[src/rtl/uart_seq_matcher_if.sv]
// Bus between the UART sequence matcher and its consumer: pattern/mask in, byte/match events out.
// Optional UART_MATCH_COUNT_EN adds match_count and count_clr.
interface uart_seq_matcher_if #(
    parameter int unsigned PAT_BYTES = 4
);
    logic [8*PAT_BYTES-1:0] pattern;
    logic [8*PAT_BYTES-1:0] mask;
    logic [7:0]             byte_data;
    logic                   byte_valid;
    logic                   frame_err;
    logic                   match;
`ifdef UART_MATCH_COUNT_EN
    logic [15:0]            match_count;
    logic                   count_clr;
`endif

    modport master (
        input  pattern, mask,
`ifdef UART_MATCH_COUNT_EN
        input  count_clr,
        output match_count,
`endif
        output byte_data, byte_valid, frame_err, match
    );

    modport slave (
        output pattern, mask,
`ifdef UART_MATCH_COUNT_EN
        output count_clr,
        input  match_count,
`endif
        input  byte_data, byte_valid, frame_err, match
    );
endinterface

[src/rtl/uart_seq_matcher.sv]
// 8N1 UART receiver with a PAT_BYTES-deep byte history compared against a masked pattern.
// Optional UART_MATCH_COUNT_EN adds a saturating match counter with synchronous clear.
module uart_seq_matcher #(
    parameter int unsigned CLK_DIV   = 217,
    parameter int unsigned PAT_BYTES = 4
) (
    input  logic                 sys_clk,
    input  logic                 reset,
    input  logic                 rx_in,
    uart_seq_matcher_if.master   bus
);
    localparam int unsigned CNT_W  = $clog2(CLK_DIV);
    localparam int unsigned HIST_W = 8 * PAT_BYTES;
    localparam int unsigned FILL_W = $clog2(PAT_BYTES + 1);

    typedef enum logic [1:0] {IDLE, START, DATA, STOP} state_t;

    state_t              state;
    logic [CNT_W-1:0]    cnt;
    logic [2:0]          bit_idx;
    logic [7:0]          shreg;
    logic [HIST_W-1:0]   history;
    logic [FILL_W-1:0]   fill;
    logic                rx_meta;
    logic                rx_s;
    logic                match_hit;

    always_ff @(posedge sys_clk or posedge reset) begin
        if (reset) begin
            rx_meta <= 1'b1;
            rx_s    <= 1'b1;
        end else begin
            rx_meta <= rx_in;
            rx_s    <= rx_meta;
        end
    end

    always_comb begin
        match_hit = (((history ^ bus.pattern) & bus.mask) == '0)
                    && (fill == FILL_W'(PAT_BYTES));
    end

    always_ff @(posedge sys_clk or posedge reset) begin
        if (reset) begin
            state          <= IDLE;
            cnt            <= '0;
            bit_idx        <= '0;
            shreg          <= '0;
            history        <= '0;
            fill           <= '0;
            bus.byte_data  <= '0;
            bus.byte_valid <= 1'b0;
            bus.frame_err  <= 1'b0;
            bus.match      <= 1'b0;
        end else begin
            bus.byte_valid <= 1'b0;
            bus.frame_err  <= 1'b0;
            // history is already updated while byte_valid is high, so match lands one cycle later
            bus.match      <= bus.byte_valid && match_hit;
            case (state)
                IDLE: begin
                    cnt <= '0;
                    if (!rx_s) state <= START;
                end
                START: begin
                    if (cnt == CNT_W'(CLK_DIV / 2 - 1)) begin
                        cnt     <= '0;
                        bit_idx <= '0;
                        state   <= rx_s ? IDLE : DATA;
                    end else begin
                        cnt <= cnt + 1'b1;
                    end
                end
                DATA: begin
                    if (cnt == CNT_W'(CLK_DIV - 1)) begin
                        cnt     <= '0;
                        shreg   <= {rx_s, shreg[7:1]};
                        bit_idx <= bit_idx + 1'b1;
                        if (bit_idx == 3'd7) state <= STOP;
                    end else begin
                        cnt <= cnt + 1'b1;
                    end
                end
                STOP: begin
                    if (cnt == CNT_W'(CLK_DIV - 1)) begin
                        cnt   <= '0;
                        state <= IDLE;
                        if (rx_s) begin
                            bus.byte_data  <= shreg;
                            bus.byte_valid <= 1'b1;
                            history        <= (history << 8) | HIST_W'(shreg);
                            if (fill != FILL_W'(PAT_BYTES)) fill <= fill + 1'b1;
                        end else begin
                            bus.frame_err <= 1'b1;
                            history       <= '0;
                            fill          <= '0;
                        end
                    end else begin
                        cnt <= cnt + 1'b1;
                    end
                end
                default: state <= IDLE;
            endcase
        end
    end

`ifdef UART_MATCH_COUNT_EN
    always_ff @(posedge sys_clk or posedge reset) begin
        if (reset) begin
            bus.match_count <= '0;
        end else if (bus.count_clr) begin
            bus.match_count <= '0;
        end else if (bus.match && (bus.match_count != 16'hFFFF)) begin
            bus.match_count <= bus.match_count + 16'd1;
        end
    end
`endif
endmodule
[src/flat_wrapper.sv]
// flat-port wrapper written by rule: the top's interface ports become plain ports
module uart_seq_matcher_flat 
#(
    parameter int unsigned CLK_DIV   = 217,
    parameter int unsigned PAT_BYTES = 4
)
  (sys_clk, reset, rx_in, bus_pattern, bus_mask, bus_byte_data, bus_byte_valid, bus_frame_err, bus_match);
  uart_seq_matcher_if #(.PAT_BYTES(PAT_BYTES)) bus_i ();
  input  logic sys_clk;
  input  logic reset;
  input  logic rx_in;
  input wire logic [$bits(bus_i.pattern)-1:0] bus_pattern;
  input wire logic [$bits(bus_i.mask)-1:0] bus_mask;
  output wire logic [$bits(bus_i.byte_data)-1:0] bus_byte_data;
  output wire logic [$bits(bus_i.byte_valid)-1:0] bus_byte_valid;
  output wire logic [$bits(bus_i.frame_err)-1:0] bus_frame_err;
  output wire logic [$bits(bus_i.match)-1:0] bus_match;
  assign bus_i.pattern = bus_pattern;
  assign bus_i.mask = bus_mask;
  assign bus_byte_data = bus_i.byte_data;
  assign bus_byte_valid = bus_i.byte_valid;
  assign bus_frame_err = bus_i.frame_err;
  assign bus_match = bus_i.match;
  uart_seq_matcher #(.CLK_DIV(CLK_DIV), .PAT_BYTES(PAT_BYTES)) u_core (.sys_clk(sys_clk), .reset(reset), .rx_in(rx_in), .bus(bus_i));
endmodule
[config.mk]
export PLATFORM = sky130hd
export DESIGN_NAME = uart_seq_matcher_flat
export DESIGN_NICKNAME = d
export VERILOG_FILES = /design/src/rtl/uart_seq_matcher_if.sv /design/src/rtl/uart_seq_matcher.sv /design/src/flat_wrapper.sv
export SDC_FILE = /design/constraint.sdc
export NUM_CORES = 1
export LEC_CHECK = 0
export BUFFER_PORTS_ARGS = -buffer_cell sky130_fd_sc_hd__buf_2
export CORE_ASPECT_RATIO = 1.1
export CORE_MARGIN = 2
export CORE_UTILIZATION = 54
export DETAILED_ROUTE_END_ITERATION = 10
export PLACE_DENSITY = 0.92
export SLEW_MARGIN = 5
export SYNTH_ARGS = -nofsm -noshare
export SYNTH_HDL_FRONTEND = slang
export SYNTH_SLANG_ARGS = --single-unit
[constraint.sdc]
create_clock -name sys_clk -period 2.8 [get_ports sys_clk]
set_input_delay 0.28 -clock sys_clk [delete_from_list [all_inputs] [get_ports sys_clk]]
set_output_delay 0.28 -clock sys_clk [all_outputs]
set_load 0.01 [all_outputs]
# == Word level (Yosys, flattened, before mapping) ==
# Cells that the tools add are included.
# classes
add_sub_neg,3
eq_ne,14
n_mux,22
bitwise_logic,3
n_reduce_logical,12
# op_table
cell,n
32-bit AND,1
32-bit logical NOT,1
32-bit 2-to-1 mux,1
32-bit by 8-bit OR with 32-bit output,1
32-bit XOR,1
8-bit case mux with 3 select lines,1
8-bit 2-to-1 mux,2
2-bit 2-to-1 mux,6
3-bit 2-to-1 mux,4
3-bit AND reduction,3
"8-bit by 1-bit adder with 8-bit output, second input constant",1
"8-bit by 7-bit == test with 1-bit output, second input constant",1
"8-bit == test, second input constant",1
"2-bit by 1-bit != test with 1-bit output, second input constant",4
2-bit case mux with 4 select lines,1
"3-bit by 1-bit adder with 3-bit output, second input constant",2
"3-bit == test, second input constant",2
1-bit 2-to-1 mux,6
3-bit case mux with 2 select lines,1
5-bit AND reduction,1
"2-bit == test, second input constant",2
"2-bit != test, second input constant",2
2-bit AND reduction,2
"3-bit != test, second input constant",1
other kinds (5),6
# totals
register_bits,69
input_bits,67
output_inout_bits,11
word_cells,66

# == Logic depth before layout (Yosys ltp) ==
# logic_depth
ltp_word,5
mapped_depth,9
depth_no_buf,7

# == Worst setup path after synthesis ==
# Ideal clock, no wire load.
# synth_path
path_kind,reg-to-reg
startpoint,register u_core.cnt[2]
endpoint,register u_core.fill[1]
setup_time_ps,126
arrival_ps,1550
t_required_ps,2674
path_slack_ps,1125
stages_incl_launch_ff,7
n_path_buf,1
period_less_slack_ps,1675
cell_sequence,dfrtp_1 -> nand2b_4 -> nor4_4 -> nand2_1 -> buf_4 -> a31oi_1 -> o22ai_1
# synth_between
elab_chain_cells,2
# synth_rtl
element,line_no,text
from (decl),uart_seq_matcher.sv:19,logic [CNT_W-1:0] cnt;
from (signal assigned),uart_seq_matcher.sv:71,cnt <= cnt + 1'b1;
from (signal assigned),uart_seq_matcher.sv:81,cnt <= cnt + 1'b1;
from (signal assigned),uart_seq_matcher.sv:99,cnt <= cnt + 1'b1;
8-bit == test,uart_seq_matcher.sv:85,if (cnt == CNT_W'(CLK_DIV - 1)) begin
3-bit AND reduction (no source line),-,
to (signal assigned),uart_seq_matcher.sv:92,if (fill != FILL_W'(PAT_BYTES)) fill <= fill + 1'b1;
to (decl),uart_seq_matcher.sv:23,logic [FILL_W-1:0] fill;
# No other way between the ends.
# A chain may end at the register's enable or synchronous reset.

# == Worst setup path in the final report ==
# Same ends and word-level chain as after synthesis.

==> impl_results.md <==
* Warnings, synthesis at 0
* Footprint of the multi-input gates at 1530 um^2
* R2R cell count at 6
* FFs w/ async S/R, synth at 1.00
* Largest net degree at the start of global routing at 70
* Final Core Density at 0.657
* Clk slew on worst S/H paths at 70 ps
* Peak Freq at between 500 and 600 MHz
* Clock root cell: clkbuf_8
* DR pass1 iterations at 5
* Global-route wire length before repair at ~11000 um
* Drt wl/cell at 14.4 um
* Setup_tns at 0 ps
* RR Startpoint: u_core.cnt[2]$_DFF_PP0_
* Rows at 30
* Yosys top cell by area: dfrtp_1
* Post-CTS resize count at 0
* Worst slew pin tran at ~830 ps
* Synth Register Bits at 69
* Worst slew margin at 0.448
* Area occupied by registers at 1730 um^2
* Post-synthesis sequential area ratio at 0.511
* Netlist cell types at 38
* Nature of the critical path endpoint: register
* Dominant cells by area after synthesis: dfrtp_1, xor2_1, nand2_1
* Final min period at 1920 ps
* Die Height at 87.0 um
* Fin. max-slew vios at 0
* Gr ovfl total at 0
* Via count at approximately 2600
* Synth top area share at 0.496
* Hold Path Cell Cnt at 1
* Outcome: completed
* CTS tree: yes
* Vias in the first global route at ~2500
* Final Cycle Share at 0.684
* Total chip power at ~2 mW
* Initial antenna violation count at 0
* Post-CTS Hold Buffers at 0
* Critical Path Fanout Max at 66
* Final GP Congestion at approximately 0.78
* CP Class: register to register
* Final Net Count at about 480
* Fin area at about 4000 um^2
* Die area at 6910 um^2
* Die Width at 79.4 um
* Max Cap Viol at 0
* WP data arrival at approximately 2100 ps
* Residual DRC at 0
* Hold Crit Class: input port to register
* Initial cell density of the core at 0.553
* Post-Syn Nets at slightly above 400
* # fillers at 453
* Post-DP Area at between 3000 and 4000 um^2
* Ant diodes at 0
* Via density at 5.35
* Leak Pwr at 2.05 nW
* Peak VDD IR at 367 uV
* Worst-Skew Late Latency at roughly 340 ps
* Final WL at about 7000 um
* CORE AREA at 6120 um^2
* DRT iter0 DRCs at 162
* CTS Buf Count at 9
* Share of post-route cells with drive strength above 1 at 0.296
* Final setup skew at 6.36 ps
* DP Wirelength at slightly above 5000 um
* Input/output buffers at 77
* Min-delay src: rx_in
* Syn Area/Cell at 10.4 um^2
* Sink Count at 69
* Area Growth Syn to Fin at 19.0%
* Mapped Cells at 325
* Reg-to-reg setup timing slack at 880 ps
* Crit path required time at 3030 ps
* Startpoint Class: register
* Number of synthesized flops with an enable pin at 0
* # IOs at 78
* Endpoints failing setup at 0
* Postcts setup bufs at 0
* Hold endpoint: u_core.rx_meta$_DFF_PP1_
* CTS Buffer Depth at 2
* Overall routing resource usage at 0.213
* Routed Antenna Nets at 0
* H-tree depth at 3
* Post-Syn Area at ~3400 um^2
* R2r endpoint: u_core.fill[1]$_DFFE_PP0P_
* Setup WS pre-CTS at 874 ps
* Setup ws final at 885 ps
* Final Hold Fails at 0
* Power Density at 484 nW/um^2
* Top_reg_cell synth: dfrtp_1
* RSZ-0062 raised after global routing: false
## cell type report
class	count	share of cell area
clock inverters	3	0.0106
repair buffers	80	0.101
clock buffers	13	0.0420
inverters	12	0.0112
well taps	80	0.0249
flip-flops and latches	69	0.430
multi-input cells	232	0.380
## cell usage after synthesis (all sizes together), types with 2 or more instances
library cell / instances
a221oi: 5
ha: 11
clkbuf: 6
a22oi: 5
mux2i: 2
xnor2: 3
nand2b: 2
a21o: 2
nand4: 2
a21oi: 2
xor2: 35
buf: 6
mux2: 17
nand2: 71
nor2: 12
o21ai: 33
a22o: 7
a31oi: 4
inv: 12
nand3: 7
dfstp: 2
dfrtp: 67
and3: 2
## logic make-up (layout without fill, tap and decap cells)
logic type,count (synthesis),in the layout,synth area share
buf+inv,24,108,0.0370
simple gates,101,101,0.132
flops,69,69,0.511
fa+ha+maj,11,11,0.0407
mux,19,19,0.0625
xor+xnor,38,38,0.0984
compound gates,63,63,0.118
## critical path, cell delays in order, from the launching register on
cell and delay (ps):
dfrtp_1 430, nand2b_4 180, nor4_4 480, nand2_2 80
buf_4 290, a31oi_1 240, o22ai_1 100
## cells in the final DEF (no fill, tap or decap), types with 2 or more instances in the layout
cell type / Yosys / routed
dfrtp_1: 67 / 67
nor2_1: 12 / 12
a21o_1: 2 / 2
mux2_2: 17 / 17
dfstp_2: 2 / 2
clkbuf_8: 0 / 12
inv_1: 12 / 11
a31oi_1: 4 / 4
o21ai_0: 33 / 33
buf_4: 1 / 3
xor2_1: 35 / 35
and3_1: 2 / 2
a21oi_1: 2 / 2
mux2i_1: 2 / 2
a221oi_1: 5 / 5
a22oi_1: 5 / 5
nand2_1: 70 / 69
ha_1: 11 / 11
xnor2_1: 3 / 3
a22o_1: 7 / 7
buf_2: 1 / 77
nand3_1: 6 / 6
nand4_1: 2 / 2
nand2_2: 1 / 2
## where the power goes
part | switching (mW) | internal (mW)
combinational | 0.0599 | 0.0542
clock | 0.347 | 0.483
sequential | 0.00191 | 0.999
## how the worst max path moves through the flow
stage                       startpoint                          to  slack [ps]
6_report       u_core.cnt[2]$_DFF_PP0_  u_core.fill[1]$_DFFE_PP0P_         880
5_1_grt        u_core.cnt[2]$_DFF_PP0_  u_core.fill[0]$_DFFE_PP0P_         740
4_1_cts        u_core.cnt[2]$_DFF_PP0_  u_core.fill[1]$_DFFE_PP0P_         870
3_5_place_dp   u_core.cnt[2]$_DFF_PP0_  u_core.fill[1]$_DFFE_PP0P_         870
3_3_place_gp   u_core.cnt[2]$_DFF_PP0_  u_core.fill[1]$_DFFE_PP0P_         940
2_1_floorplan                    reset                   async pin         780
## layer usage
| metal | global-route usage | part of all wire |
|---|---|---|
| met5 | 0 | 0 |
| met4 | 0.121 | 0.031 |
| met2 | 0.354 | 0.49 |
| met1 | 0.258 | 0.42 |
| met3 | 0.0436 | 0.062 |
## registers in the layout (all words and copies together) (netlist names), named ones only
| name | cells |
|---|---|
| u_core.fill | 3 |
| u_core.cnt | 8 |
| u_core.bus.frame_err | 1 |
| u_core.bus.byte_valid | 1 |
| u_core.state | 1 |
| u_core.rx_s | 1 |
| u_core.bit_idx | 3 |
| u_core.history | 32 |
| u_core.rx_meta | 1 |
| u_core.shreg | 8 |
| u_core.bus.match | 1 |
| u_core.bus.byte_data | 8 |
## through the flow
stage	std cells	hold WS (ps)
finish	489	41.0
global route	489	23.5
CTS	489	26.2
detailed placement	473	349
global placement	473	347
floorplan	325	284
Note: power is estimated with default switching activity, not from simulation.
